[config.mk]
export PLATFORM = sky130hd
export DESIGN_NAME = uart_tx_frame_flat
export DESIGN_NICKNAME = d
export VERILOG_FILES = /design/src/rtl/uart_tx_frame_if.sv /design/src/rtl/uart_tx_frame.sv /design/src/flat_wrapper.sv
export SDC_FILE = /design/constraint.sdc
export NUM_CORES = 1
export LEC_CHECK = 0
export CORE_MARGIN = 4
export CORE_UTILIZATION = 35
export DETAILED_ROUTE_END_ITERATION = 6
export GPL_ROUTABILITY_DRIVEN = 0
export PLACE_DENSITY = 0.54
export SLEW_MARGIN = 10
export SYNTH_ARGS = -nofsm -noshare
export SYNTH_HDL_FRONTEND = slang
export SYNTH_SLANG_ARGS = --single-unit
[constraint.sdc]
create_clock -name clk -period 3.5 [get_ports clk]
set_input_delay 0.875 -clock clk [delete_from_list [all_inputs] [get_ports clk]]
set_output_delay 0.875 -clock clk [all_outputs]
set_load 0.03 [all_outputs]
[src/rtl/uart_tx_frame_if.sv]
// Handshake bundle between the frame-dump address sequencer and uart_tx_frame.
// The sequencer is the master: it drives wen/data_in and consumes tx_tick.
interface uart_tx_frame_if;
    logic       wen;
    logic [7:0] data_in;
    logic       tx;
    logic       tx_tick;
    logic       busy;

    modport master (
        output wen,
        output data_in,
        input  tx,
        input  tx_tick,
        input  busy
    );

    modport slave (
        input  wen,
        input  data_in,
        output tx,
        output tx_tick,
        output busy
    );
endinterface

[src/rtl/uart_tx_frame.sv]
// UART byte serializer for the 512x512 image dump path (8N1, or 8E1 when
// UART_TX_PARITY_EN is defined); tx_tick tells the sequencer a frame is done.
module uart_tx_frame #(
    parameter int CLKS_PER_BIT  = 434,
    parameter int SETTLE_CYCLES = 2
) (
    input  logic             clk,
    input  logic             rst,
    uart_tx_frame_if.slave   bus
);

    localparam int BW = $clog2(CLKS_PER_BIT);
    localparam logic [BW-1:0] BAUD_LAST   = BW'(CLKS_PER_BIT - 1);
    localparam logic [3:0]    SETTLE_LAST = 4'(SETTLE_CYCLES - 1);

    typedef enum logic [2:0] {
        IDLE   = 3'd0,
        SETTLE = 3'd1,
        START  = 3'd2,
        DATA   = 3'd3,
`ifdef UART_TX_PARITY_EN
        PARITY = 3'd4,
`endif
        STOP   = 3'd5
    } state_t;

    state_t        state_q, state_d;
    logic [BW-1:0] baudCnt_q, baudCnt_d;
    logic [3:0]    settleCnt_q, settleCnt_d;
    logic [2:0]    bitIdx_q, bitIdx_d;
    logic [7:0]    shift_q, shift_d;
    logic          tx_q, tx_d;
    logic          tick_q, tick_d;
    logic          busy_q, busy_d;
    logic          baudLast;

    assign baudLast = (baudCnt_q == BAUD_LAST);

    // State register plus registered outputs; tx must go idle-high on reset
    // without waiting for a clock so an abandoned frame never leaves a low line.
    always_ff @(posedge clk or posedge rst) begin
        if (rst) begin
            state_q     <= IDLE;
            baudCnt_q   <= '0;
            settleCnt_q <= '0;
            bitIdx_q    <= '0;
            shift_q     <= '0;
            tx_q        <= 1'b1;
            tick_q      <= 1'b0;
            busy_q      <= 1'b0;
        end else begin
            state_q     <= state_d;
            baudCnt_q   <= baudCnt_d;
            settleCnt_q <= settleCnt_d;
            bitIdx_q    <= bitIdx_d;
            shift_q     <= shift_d;
            tx_q        <= tx_d;
            tick_q      <= tick_d;
            busy_q      <= busy_d;
        end
    end

    // Next-state logic. The baud counter only advances in the bit-carrying
    // states and is zeroed at every bit boundary and whenever it is idle.
    always_comb begin
        state_d     = state_q;
        baudCnt_d   = baudCnt_q;
        settleCnt_d = settleCnt_q;
        bitIdx_d    = bitIdx_q;
        shift_d     = shift_q;

        case (state_q)
            IDLE: begin
                baudCnt_d = '0;
                if (bus.wen) begin
                    state_d     = SETTLE;
                    settleCnt_d = '0;
                end
            end
            SETTLE: begin
                baudCnt_d = '0;
                if (settleCnt_q == SETTLE_LAST) begin
                    shift_d = bus.data_in;
                    state_d = START;
                end else begin
                    settleCnt_d = settleCnt_q + 4'd1;
                end
            end
            START: begin
                if (baudLast) begin
                    baudCnt_d = '0;
                    bitIdx_d  = '0;
                    state_d   = DATA;
                end else begin
                    baudCnt_d = baudCnt_q + BW'(1);
                end
            end
            DATA: begin
                if (baudLast) begin
                    baudCnt_d = '0;
                    if (bitIdx_q == 3'd7) begin
`ifdef UART_TX_PARITY_EN
                        state_d = PARITY;
`else
                        state_d = STOP;
`endif
                    end else begin
                        bitIdx_d = bitIdx_q + 3'd1;
                    end
                end else begin
                    baudCnt_d = baudCnt_q + BW'(1);
                end
            end
`ifdef UART_TX_PARITY_EN
            PARITY: begin
                if (baudLast) begin
                    baudCnt_d = '0;
                    state_d   = STOP;
                end else begin
                    baudCnt_d = baudCnt_q + BW'(1);
                end
            end
`endif
            STOP: begin
                if (baudLast) begin
                    baudCnt_d = '0;
                    state_d   = IDLE;
                end else begin
                    baudCnt_d = baudCnt_q + BW'(1);
                end
            end
            default: begin
                state_d   = IDLE;
                baudCnt_d = '0;
            end
        endcase
    end

    // Outputs are decoded from the next state so the registered copies line
    // up exactly with the state they describe.
    always_comb begin
        tx_d = 1'b1;
        case (state_d)
            START:  tx_d = 1'b0;
            DATA:   tx_d = shift_d[bitIdx_d];
`ifdef UART_TX_PARITY_EN
            PARITY: tx_d = ^shift_d;
`endif
            default: tx_d = 1'b1;
        endcase
        tick_d = (state_d == STOP) && (baudCnt_d == BAUD_LAST);
        busy_d = (state_d != IDLE);
    end

    assign bus.tx      = tx_q;
    assign bus.tx_tick = tick_q;
    assign bus.busy    = busy_q;

endmodule

[src/flat_wrapper.sv]
// flat-port wrapper written by rule: the top's interface ports become plain ports
module uart_tx_frame_flat 
#(
    parameter int CLKS_PER_BIT  = 434,
    parameter int SETTLE_CYCLES = 2
)
  (clk, rst, bus_wen, bus_data_in, bus_tx, bus_tx_tick, bus_busy);
  uart_tx_frame_if bus_i ();
  input  logic clk;
  input  logic rst;
  input wire logic [$bits(bus_i.wen)-1:0] bus_wen;
  input wire logic [$bits(bus_i.data_in)-1:0] bus_data_in;
  output wire logic [$bits(bus_i.tx)-1:0] bus_tx;
  output wire logic [$bits(bus_i.tx_tick)-1:0] bus_tx_tick;
  output wire logic [$bits(bus_i.busy)-1:0] bus_busy;
  assign bus_i.wen = bus_wen;
  assign bus_i.data_in = bus_data_in;
  assign bus_tx = bus_i.tx;
  assign bus_tx_tick = bus_i.tx_tick;
  assign bus_busy = bus_i.busy;
  uart_tx_frame #(.CLKS_PER_BIT(CLKS_PER_BIT), .SETTLE_CYCLES(SETTLE_CYCLES)) u_core (.clk(clk), .rst(rst), .bus(bus_i));
endmodule
==> results.toml, run 1 <==
[worst_setup_path]
reg2reg_depth = 8
crit_slowest_cell = "clkdlybuf4s50_1"
slowest_delay_ns = 0.66
path_max_fanout = 1
crit_family = "buffers and inverters"
rr_startpoint = "u_core.baudCnt_q[0]$_DFF_PP0_"
worst-path-buf-inv = 1
reg2reg_to = "u_core.bus.tx$_DFF_PP1_"
crit_chain = "clkdlybuf4s50_1"
worstPathArrival_ns = 1.45
criticalPathCategory = "reg2out"
crit_path_end_kind = "output port"
worstSetupStartpointType = "register"
r2r_slack_ns = 1.44
critical_path_required_ns = 2.62

[power_and_ir_drop]
seqPwrFrac_pct = 40.0
ir_worst_vdd_mv = 0.258
p_leak_nw = 0.787
combPwrFrac_pct = 26.9
cellPowerDensity_nw_per_um2 = 704
swShare_pct = 29.3
p_sw_mw = 0.383
clockPowerShare_pct = 33.0
p_int_mw = 0.926

[sta]
drv_slew = 0
tightest_slew_ns = 0.655
setup_violations = 0
period_needed_ns = 2.33
fin_crit_sh_pct = 66.5
rsz0062_at_grt = "false"
slew-limit-headroom_pct = 56.0
clock.fmax_mhz = 430
final-hold-violation-count = 0
hold_ws_ns = 0.498
setup_tns_ns = 0
skew_ns = 0.00428

[logic_synthesis]
synthesis.nets = 155
syn_inst = 139
synth_cell_types = 38
synth_edf_count = 0
synth_seq_cells = 30
ys_seq_area_share_pct = 49.2
syn_area_per_cell_um2 = 11.0
netlist_area_um2 = 1530
dominantRegCellSynth = "dfrtp_1"
async_reset_ff_share_pct = 100
synth-warning-count = 0

[worst_hold_path]
holdCritStartpoint = "u_core.shift_q[6]$_DFF_PP0_"
min_to = "u_core.shift_q[6]$_DFF_PP0_"
hp-class = "reg2reg"
holdPathStages = 1

[clock_network]
cts_buffer_depth = 2
cts.sinks = 30
tritoncts = "yes"
hold_buffers = 0
insertion_delay_ns = 0.28
h-tree-depth = 2
cts-root-buf = "clkbuf_8"
clkSlewWorstSetupHoldPaths_ns = 0.07
numCtsBuffers = 5
cts_setup_buffers = 0
cts_resized = 0

[die]
initial_core_util_pct = 37.1
fp-row-count = 23
boundaryPins = 14
dieWidth_um = 74.1
fp.dieH_um = 74.1
die_area_um2 = 5490
coreArea_um2 = 4120

[place]
dp_hpwl_um = 2020
io_buffers = 13

[routing]
via_per_inst = 5.08
wirelength_um = 2760
drc = 0
routedWlPerCell_um = 13.2
final_antenna_net_count = 0
dr_total_vias = 1061
drt_iter0_markers = 52
first_pass_iters = 4

[flow_run]
cap_violations = 0

[global_route]
grt_pass1_wl_um = 4910
grt_pass1_vias = 1081
grt_max_degree = 31
grt.overflow.total = 0
grt_antenna_before_repair = 0
grt_usage_pct = 11.9

[run_status]
status = "completed"

[final_layout]
antenna_cells = 0
drive_gt1_share_pct = 17.0
syn2layout_area_growth_pct = 21.8
fin_nets = 174
[synthesized netlist by cell type, types with 2 or more instances]
master | instances | area share (%)
dfrtp_1 | 29 | 48
nor2_1 | 18 | 4.4
nand2_1 | 10 | 2.5
inv_1 | 8 | 2.0
mux2_2 | 8 | 5.9
ha_1 | 5 | 4.1
xnor2_1 | 5 | 2.9
a21oi_1 | 4 | 1.3
mux2i_1 | 4 | 2.6
nand3_1 | 4 | 1.3
nand4_1 | 4 | 1.6
xor2_1 | 4 | 2.3
nor3_1 | 3 | 0.98
a32oi_1 | 2 | 1.1
a41oi_1 | 2 | 1.1
buf_2 | 2 | 0.66
nor3b_1 | 2 | 0.98
nor4b_1 | 2 | 1.1
o21ai_1 | 2 | 0.66
o22ai_1 | 2 | 0.82
or3_1 | 2 | 0.82
[cell families after synthesis]
kind of cell	share of synthesized area (%)
fa+ha+maj	4.10
flops	49.2
buf+inv	2.62
compound gates	7.95
simple gates	21.5
xor+xnor	5.16
mux	9.50
[cell usage in the layout (no fill, tap or decap), types with 2 or more instances in the layout]
master,count
bufinv_16,2
xnor2_1,5
clkdlybuf4s50_1,13
ha_1,5
a21oi_1,4
o22ai_1,2
nor3_1,3
clkbuf_8,6
inv_1,8
nor3b_1,2
dfrtp_1,29
nor2_1,18
nand2_1,10
nand3_1,4
mux2i_1,4
a41oi_1,2
o21ai_1,2
a32oi_1,2
nor4b_1,2
nand4_1,4
mux2_2,8
or3_1,2
xor2_1,4
[power by group through the flow]
| stage | Combinational (mW) | Clock, mW | Sequential [mW] |
|---|---|---|---|
| after floorplan | 0.262 | 0 | 0.525 |
| after global placement | 0.347 | 0 | 0.527 |
| after detailed placement | 0.358 | 0 | 0.531 |
| after CTS | 0.360 | 0.447 | 0.525 |
| after global routing | 0.397 | 0.463 | 0.537 |
| final | 0.353 | 0.432 | 0.524 |
[layout make-up]
type / instances / area [um^2]
multi-input combinational: 99 / 736
timing repair buffer: 14 / 138
tap: 50 / 62.6
fill: 392 / 2250
clock inverter: 2 / 60.1
inverter: 8 / 30.0
clock buffer: 6 / 82.6
sequential: 30 / 752
[registers in the layout, indices dropped and copies added (netlist names)]
signal / count
u_core.bitIdx_q: 3
u_core.state_q: 3
u_core.bus.busy: 1
u_core.settleCnt_q: 4
u_core.bus.tx_tick: 1
u_core.shift_q: 8
u_core.baudCnt_q: 9
u_core.bus.tx: 1
[metal layers]
layer / track usage (%) / vias up / share of wire, %
met5: 0 / - / 0
met4: 4.83 / 0 / 1.6
met3: 4.05 / 6 / 4.0
li1: - / 526 / -
met1: 15.1 / 514 / 47
met2: 18.7 / 15 / 48
[metrics by stage]
| step | util, % | setup slack [ns] | total power, mW | cell area [um^2] | instances |
|---|---|---|---|---|---|
| after floorplan | - | 1.59 | 0.787 | 1530 | 139 |
| after global placement | 41.7 | 0.996 | 0.874 | 1720 | 201 |
| after detailed placement | 41.7 | 0.947 | 0.889 | 1720 | 201 |
| after CTS | 45.2 | 1.15 | 1.33 | 1860 | 209 |
| after global routing | 45.2 | 1.03 | 1.40 | 1860 | 209 |
| final | 45.2 | 1.17 | 1.31 | 1860 | 209 |
[how the worst max path moves through the flow]
stage / depth (start not counted) / startpoint / slack, ns / endpoint
CTS: 1 / u_core.bus.tx$_DFF_PP1_ / 1.15 / bus_tx
detailed placement: 6 / bus_wen / 0.95 / u_core.bus.tx$_DFF_PP1_
finish: 1 / u_core.bus.tx$_DFF_PP1_ / 1.17 / bus_tx
floorplan: 5 / bus_wen / 1.59 / u_core.bus.tx$_DFF_PP1_
global route: 6 / bus_wen / 1.03 / u_core.bus.tx$_DFF_PP1_
global placement: 6 / bus_wen / 1.0 / u_core.bus.tx$_DFF_PP1_
Note: power is estimated with default switching activity, not from simulation.
==> inputs of run 2 (changes only) <==
==> constraint.sdc (replaced) <==
create_clock -name clk -period 2.45 [get_ports clk]
set_input_delay 0.6125 -clock clk [delete_from_list [all_inputs] [get_ports clk]]
set_output_delay 0.6125 -clock clk [all_outputs]
set_load 0.03 [all_outputs]
==> run 2 against run 1 <==
  * Power grew 24%
  * Clock power shrank 14%
  * Core utilization decreased by 1.1 points
==> results.toml, run 2 (synthesis gave the netlist of run 1 again) <==
[final_layout]
ff_latch_area_um2 = 752
multi_input_area_um2 = 736
final_common_cell = "dfrtp_1"
largest_register = "u_core.baudCnt_q"
largest_reg_flops = 9
nFillCells = 393
fin_cells = 211
reg_top3 = "u_core.baudCnt_q (9), u_core.shift_q (8), u_core.settleCnt_q (4)"
final_cell_mix = "dfrtp_1, nor2_1, clkdlybuf4s50_1, nand2_1"
syn2layout_area_growth_pct = 18.8
drive_gt1_share_pct = 17.4
fin_nets = 176
antenna_cells = 0
final_cell_area_um2 = 1820

[global_route]
grt_pass1_wl_um = 4890
grt_max_degree = 31
grt.overflow.total = 0
grt_antenna_before_repair = 0
grt_usage_pct = 11.6
grt_pass1_vias = 1091

[sta]
setup_tns_ns = 0
final-hold-violation-count = 0
rsz0062_at_grt = "false"
period_needed_ns = 2.07
drv_slew = 0
tightest_slew_ns = 0.613
slew-limit-headroom_pct = 58.8
fin_crit_sh_pct = 84.6
setup_violations = 0
clock.fmax_mhz = 483
skew_ns = 0.00834

[place]
dp_cells = 203
io_buffers = 13
dpl_cell_area_um2 = 1730
dp_hpwl_um = 2020

[worst_setup_path]
worstPathArrival_ns = 2.27
criticalPathCategory = "reg2reg"
critical_path_required_ns = 2.65
path_max_fanout = 5
crit_start = "u_core.bitIdx_q[0]$_DFF_PP0_"
rr_startpoint = "u_core.bitIdx_q[0]$_DFF_PP0_"
worstSetupStartpointType = "register"
crit_path_end_kind = "register"

[run_status]
status = "completed"

[routing]
drt_iter0_markers = 73
wirelength_um = 2690
first_pass_iters = 4
final_antenna_net_count = 0
drc = 0
routedWlPerCell_um = 12.7
via_per_inst = 5.04
dr_total_vias = 1064

[die]
coreArea_um2 = 4120
fp.dieH_um = 74.1
fp-row-count = 23
die_area_um2 = 5490
initial_core_util_pct = 37.1
dieWidth_um = 74.1
boundaryPins = 14

[clock_network]
numCtsBuffers = 5
insertion_delay_ns = 0.28
cts-root-buf = "clkbuf_8"
h-tree-depth = 2
cts.sinks = 30
cts_buffer_depth = 2
cts_setup_buffers = 0
clkSlewWorstSetupHoldPaths_ns = 0.07
hold_buffers = 0
tritoncts = "yes"
cts_resized = 0

[power_and_ir_drop]
cellPowerDensity_nw_per_um2 = 896
ir_worst_vdd_mv = 0.401
p_leak_nw = 0.772

[worst_hold_path]
holdCritStartpoint = "u_core.shift_q[5]$_DFF_PP0_"
hp-class = "reg2reg"

[flow_run]
cap_violations = 0
## run 2: layer usage
layer	share of wire, %	wire length, um	GRT usage, %
met3	4.7	127	4.19
met1	47	1250	15.3
met2	47	1260	17.5
met4	1.6	42	4.23
met5	0	0	0
## run 2: path summary, 6_finish.rpt
path | slack (ns) | cells past startpoint | end
setup / recovery | 0.38 | 8 | u_core.bus.tx$_DFF_PP1_
hold / removal | 0.50 | 1 | u_core.shift_q[5]$_DFF_PP0_
setup reg to reg | 0.38 | 8 | u_core.bus.tx$_DFF_PP1_
hold reg to reg | 0.50 | 1 | u_core.shift_q[5]$_DFF_PP0_
max in group asynchronous | 1.42 | 3 | u_core.bus.tx$_DFF_PP1_
min in group asynchronous | 0.71 | 3 | u_core.bitIdx_q[2]$_DFF_PP0_
## run 2: layout make-up
type,instances,share of cell area (%)
Inverter,8,1.65
Multi-Input combinational cell,99,40.5
Clock inverter,2,0.551
Tap cell,50,3.45
Timing Repair Buffer,16,8.41
Sequential cell,30,41.4
Clock buffer,6,4.00
## run 2: worst max-delay path: stages (launching register included)
cell and delay, ns:
dfrtp_1 0.42, ha_1 0.26, a21boi_1 0.21, a41oi_1 0.20
a31oi_4 0.30, mux2i_1 0.23, o22ai_1 0.09, nor3_1 0.20
o21ai_1 0.08
## run 2: stage by stage
stage,hold slack [ns],power [mW],utilization (%),worst slack [ns]
5_1_grt,0.509,1.75,44.1,0.228
3_3_place_gp,0.480,1.26,42.1,0.375
6_report,0.496,1.63,44.1,0.378
4_1_cts,0.499,1.65,44.1,0.357
3_5_place_dp,0.480,1.27,42.1,0.325
2_1_floorplan,0.467,1.12,-,0.581
## run 2: report_power, final
group	switching (mW)	internal, mW	total [mW]
clock	0.177	0.196	0.373
sequential	0.105	0.643	0.748
combinational	0.257	0.249	0.506
